===== config.mk =====
export PLATFORM = sky130hd
export DESIGN_NAME = sdram_line_fetcher
export DESIGN_NICKNAME = d
export VERILOG_FILES = /design/src/rtl/sdram_line_fetcher.sv
export SDC_FILE = /design/constraint.sdc
export NUM_CORES = 1
export LEC_CHECK = 0
export CELL_PAD_IN_SITES_DETAIL_PLACEMENT = 2
export CELL_PAD_IN_SITES_GLOBAL_PLACEMENT = 2
export CORE_ASPECT_RATIO = 0.7
export CORE_MARGIN = 5
export CORE_UTILIZATION = 32
export DETAILED_ROUTE_END_ITERATION = 16
export PLACE_DENSITY_LB_ADDON = 0.1
export SYNTH_ARGS = -nofsm -noshare
export SYNTH_HDL_FRONTEND = slang
export SYNTH_SLANG_ARGS = --single-unit
export TNS_END_PERCENT = 5

===== constraint.sdc =====
create_clock -name clk -period 6.3 [get_ports clk]
set_clock_uncertainty 0.1 [all_clocks]
set_input_delay 1.26 -clock clk [delete_from_list [all_inputs] [get_ports clk]]
set_output_delay 1.26 -clock clk [all_outputs]
set_load 0.02 [all_outputs]

===== src/rtl/sdram_line_fetcher.sv =====
// Purpose : fetches one scan line of H_RES 16-bit words through the SDRAM controller burst FIFOs,
//           issuing 8-word burst reads and unpacking the 128-bit results into a pixel stream.
// Latency : first burst command 2 cycles after line_start_i; first pixel valid 1 cycle after the data FIFO goes non-empty.
// Backpressure: pix_ready_i low freezes pix_o/pix_valid_o and the drain side; command issue waits on
//           cmd_burst_full_i and on MAX_OUTSTANDING in-flight bursts.
// Ports   : clk/rst_n_i; line_start_i/line_addr_i request, busy_o/line_done_o/overrun_o status;
//           cmd_burst_* command FIFO write side; data_burst_* FWFT data FIFO read side;
//           pix_o/pix_valid_o/pix_ready_i pixel stream.
module sdram_line_fetcher #(
    parameter int H_RES           = 640,
    parameter int MAX_OUTSTANDING = 4
) (
    input  logic         clk,
    input  logic         rst_n_i,
    input  logic         line_start_i,
    input  logic [23:0]  line_addr_i,
    output logic         busy_o,
    output logic         line_done_o,
    output logic         overrun_o,
    output logic [31:0]  cmd_burst_d_o,
    output logic         cmd_burst_enq_o,
    input  logic         cmd_burst_full_i,
    input  logic [127:0] data_burst_q_i,
    output logic         data_burst_deq_o,
    input  logic         data_burst_empty_i,
    output logic [15:0]  pix_o,
    output logic         pix_valid_o,
    input  logic         pix_ready_i
);

    localparam int BURSTS = H_RES / 8;
    localparam int ISS_W  = $clog2(BURSTS + 1);
    localparam int PIX_W  = $clog2(H_RES + 1);
    localparam int OUT_W  = $clog2(MAX_OUTSTANDING + 1);

    localparam logic [ISS_W-1:0] BURSTS_V   = ISS_W'(BURSTS);
    localparam logic [PIX_W-1:0] LAST_PIX   = PIX_W'(H_RES - 1);
    localparam logic [OUT_W-1:0] MAX_OUT_V  = OUT_W'(MAX_OUTSTANDING);

    typedef enum logic {
        IDLE  = 1'b0,
        FETCH = 1'b1
    } state_t;

    state_t             state_q, state_d;
    logic [23:0]        addr_q;
    logic [ISS_W-1:0]   issued_q;
    logic [ISS_W-1:0]   popped_q;
    logic [PIX_W-1:0]   pix_cnt_q;
    logic [OUT_W-1:0]   outstanding_q;
    logic [127:0]       pix_buf_q;
    logic [3:0]         cnt_q;
    logic               enq_q, deq_q, done_q, overrun_q;
    logic [31:0]        cmd_q;

    logic               start, last_hs, pix_hs, enq_next, deq_next;

    // Line addresses are burst aligned; the low bits are deliberately ignored.
    logic               unused_addr_lsbs;
    assign unused_addr_lsbs = ^line_addr_i[2:0];

    assign pix_o            = pix_buf_q[127:112];
    assign pix_valid_o      = (cnt_q != 4'd0);
    assign pix_hs           = pix_valid_o && pix_ready_i;
    assign busy_o           = (state_q == FETCH);
    assign line_done_o      = done_q;
    assign overrun_o        = overrun_q;
    assign cmd_burst_d_o    = cmd_q;
    assign cmd_burst_enq_o  = enq_q;
    assign data_burst_deq_o = deq_q;

    always_ff @(posedge clk or negedge rst_n_i) begin
        if (!rst_n_i) begin
            state_q <= IDLE;
        end else begin
            state_q <= state_d;
        end
    end

    always_comb begin
        state_d  = state_q;
        start    = 1'b0;
        last_hs  = 1'b0;
        enq_next = 1'b0;
        deq_next = 1'b0;
        case (state_q)
            IDLE: begin
                if (line_start_i) begin
                    start   = 1'b1;
                    state_d = FETCH;
                end
            end
            FETCH: begin
                // enq_q in the decision keeps commands at most every other cycle.
                enq_next = (issued_q < BURSTS_V) && (outstanding_q < MAX_OUT_V) &&
                           !cmd_burst_full_i && !enq_q;
                // The FIFO head is captured at the decision edge and popped the
                // following cycle, so a just-popped entry is never taken twice.
                deq_next = (cnt_q == 4'd0) && !data_burst_empty_i && !deq_q &&
                           (outstanding_q != '0) && (popped_q < BURSTS_V);
                if (pix_hs && (pix_cnt_q == LAST_PIX)) begin
                    last_hs = 1'b1;
                    state_d = IDLE;
                end
            end
            default: state_d = IDLE;
        endcase
    end

    always_ff @(posedge clk or negedge rst_n_i) begin
        if (!rst_n_i) begin
            addr_q        <= '0;
            issued_q      <= '0;
            popped_q      <= '0;
            pix_cnt_q     <= '0;
            outstanding_q <= '0;
            pix_buf_q     <= '0;
            cnt_q         <= '0;
            enq_q         <= 1'b0;
            deq_q         <= 1'b0;
            done_q        <= 1'b0;
            overrun_q     <= 1'b0;
            cmd_q         <= '0;
        end else begin
            enq_q  <= enq_next;
            deq_q  <= deq_next;
            done_q <= last_hs;
            if (line_start_i && (state_q == FETCH)) begin
                overrun_q <= 1'b1;
            end
            if (start) begin
                addr_q        <= {line_addr_i[23:3], 3'b000};
                issued_q      <= '0;
                popped_q      <= '0;
                pix_cnt_q     <= '0;
                outstanding_q <= '0;
                cnt_q         <= '0;
            end else begin
                if (enq_next) begin
                    cmd_q    <= {8'h00, addr_q};
                    addr_q   <= addr_q + 24'd8;
                    issued_q <= issued_q + ISS_W'(1);
                end
                case ({enq_next, deq_next})
                    2'b10:   outstanding_q <= outstanding_q + OUT_W'(1);
                    2'b01:   outstanding_q <= outstanding_q - OUT_W'(1);
                    default: outstanding_q <= outstanding_q;
                endcase
                // A load only happens with cnt==0, so it never collides with a handshake.
                if (deq_next) begin
                    pix_buf_q <= data_burst_q_i;
                    cnt_q     <= 4'd8;
                    popped_q  <= popped_q + ISS_W'(1);
                end else if (pix_hs) begin
                    pix_buf_q <= {pix_buf_q[111:0], 16'h0000};
                    cnt_q     <= cnt_q - 4'd1;
                    pix_cnt_q <= pix_cnt_q + PIX_W'(1);
                end
            end
        end
    end

endmodule


==> results by group <==
Run status
  – Status: finished clean

Timing
  – Tcrit/Tclk final: 63.70%
  – Final Hold Vio Count: 0
  – Unrepaired setup endpoints after global routing: false
  – Min Tclk post-route: 4.013 ns
  – Least-Margin Pin Slew: 1.008 ns
  – Rel. slew slack: 32.53%
  – Setup TNS: 0 ns
  – Setup-failing EPs final: 0
  – Hold WS: 0.3620 ns
  – Final WS setup: 2.287 ns
  – Fmax: 249.2 MHz
  – Slew Viols, Final: 0

GRT
  – Initial antenna violation count: 9
  – Number of global-route vias before repair: 8791
  – GRT Residual Overflow: 0
  – Total GRT Usage: 18.79%
  – First-pass GRT wire length: 50.80 mm
  – Pin count of the biggest net entering global routing: 121

Clocking
  – Max clock buf depth: 3
  – Clk slew on worst S/H paths: 0.06 ns
  – TritonCTS Buffers: 23
  – Clk_lat worst skew: 0.52 ns
  – Hold_buf cts: 0
  – CTS tree: yes
  – # resized after CTS: 0
  – Clock sinks: 206
  – H-tree level count: 1
  – Post-CTS Setup Bufs: 0
  – CTS Root Cell: clkbuf_16

Routing
  – DR WL/cell: 19.72 µm
  – Drt pass-1 iters: 4
  – ANT nets after route: 0
  – Via Count: 8151
  – # DRC: 0
  – DRT iter0 DRCs: 481
  – Vias/cell: 5.038
  – WL final: 31.91 mm

Yosys
  – Sequential fraction of the synthesis area: 54.61%
  – Mean Syn Cell Area: 8.764 µm²
  – Post-Synthesis Cells: 1077
  – Synth Flop Type: dfrtp_1
  – Register bit total from synthesis: 206
  – EDFF count, synth: 0
  – Synth top area share: 54.61%
  – Synth area leader: dfrtp_1
  – Synth Cell Area: 9439 µm²
  – Post-synthesis cell type count: 49
  – Yosys Warn Count: 0
  – Top post-synthesis cells by area: dfrtp_1 55%, nand2_1 13%, a31oi_1 7.6%
  – Post-synth ARST share: 100.0%

Floorplanning
  – # IOs: 212
  – Core box area: 29020 µm²
  – Die ar.: 33090 µm²
  – Die height: 153.7 µm
  – Initial Util: 32.53%
  – FP Rows: 52
  – Chip width: 215.3 µm

Min path
  – Worst hold path type: flip-flop to flip-flop

Flow run
  – Max-cap check violation count: 0

Setup path
  – CP max FO: 64
  – Worst Path Required: 6.60 ns
  – CP Class: input port to flip-flop
  – RR Startpoint: busy_o
  – Crit. Startpoint: data_burst_empty_i
  – Worst setup EP type: flip-flop
  – CP endpoint: pix_buf_q[7]
  – Reg2reg path depth: 6
  – Reg2reg setup slack: 2.78 ns
  – Reg2Reg Capture Point: pix_buf_q[7]
  – Arrival @ worst endpoint: 4.31 ns
  – Startpoint Class: input port

Place
  – Area post-placement: 11550 µm²
  – Port Buffers: 197
  – HPWL Detailed: 21.70 mm
  – Place WS: 1.719 ns
  – Gpl congestion: 0.7684

Finish
  – Post-route cell area: 12330 µm²
  – Area delta synth->final: 30.58%
  – Nets: 1385
  – Layout cells sized above 1: 4.523%
  – Most frequent cells in the layout: 335 x nand2_1, 206 x dfrtp_1, 196 x clkdlybuf4s50_1
  – Commonest non-fill, non-tap cell in the layout: nand2_1

Power
  – Total chip power: 5.222 mW
  – Max IR drop VDD: 0.2222 mV
  – LEAKAGE: 5.297 nW
  – P per Cell Area: 423.7 nW/µm²
==> critical path, cell delays in order <==
cell and delay [ns]:
clkdlybuf4s50_1 0.39, or3b_1 0.43, or4_4 0.90, inv_4 0.68
o21ai_1 0.16, buf_4 0.25, a22o_1 0.21
==> layout make-up <==
class | count | area (µm²)
timing repair buffer | 208 | 2122
clock buffer | 32 | 659.4
sequential | 206 | 5155
clock inverter | 10 | 106.4
antenna | 2 | 5.005
inverter | 5 | 21.27
fill | 3159 | 16690
tap | 378 | 473.0
multi-input combinational | 777 | 3784
==> Yosys cell counts (5+ instances only) <==
cell	n
clkbuf_1	35
dfrtp_1	206
o21ai_0	21
nand3_1	13
inv_1	5
buf_2	28
ha_1	5
nor3_1	7
a31oi_1	115
a22o_1	17
xor2_1	11
a21oi_1	14
nor4_1	7
buf_4	33
nor2_1	150
xnor2_1	14
nand4_1	10
nand2_1	335
==> state kept, by name, summed over array words and instances, names as in the netlist <==
signal and cells:
line_done_o 1, cnt_q 4, addr_q 21, data_burst_deq_o 1
pix_cnt_q 10, cmd_burst_enq_o 1, issued_q 7, pix_buf_q 128
outstanding_q 3, busy_o 1, popped_q 7, overrun_o 1
cmd_burst_d_o 21
==> where the power goes <==
part / internal (mW) / switching [mW] / total (mW) / leakage, nW
sequential: 1.82 / 0.348 / 2.17 / 2.46
combinational: 0.700 / 0.964 / 1.66 / 2.46
clock: 0.814 / 0.577 / 1.39 / 0.381
total: 3.33 / 1.89 / 5.22 / 5.30
==> per-layer routing <==
metal  share of wire, %  wire [µm]  global-route usage [%]
met1                 50      15900                   28.21
met2                 44      13940                   28.26
met3                4.9       1555                   4.265
met4                1.3        410                   3.107
met5               0.33        104                       0
==> per-stage QoR <==
step	util (%)	instances
floorplan	-	1087
global placement	39.82	1574
detailed placement	39.82	1574
CTS	42.46	1616
global route	42.47	1617
finish	42.48	1618
==> cells by family after synthesis <==
group | synth area share, %
xor+xnor | 2.320
other cells | 0.03973
simple gates | 23.28
buf+inv | 5.819
mux | 0.1060
flops | 54.61
fa+ha+maj | 0.8749
compound gates | 12.95
==> worst min path at each step <==
stage	to	from	depth (start not counted)
6_report	overrun_o	overrun_o	1
3_3_place_gp	overrun_o	overrun_o	1
3_5_place_dp	overrun_o	overrun_o	1
4_1_cts	overrun_o	overrun_o	1
5_1_grt	overrun_o	overrun_o	1
2_1_floorplan	cmd_burst_d_o[23]	addr_q[23]	2
Note: power is estimated with default switching activity, not from simulation.
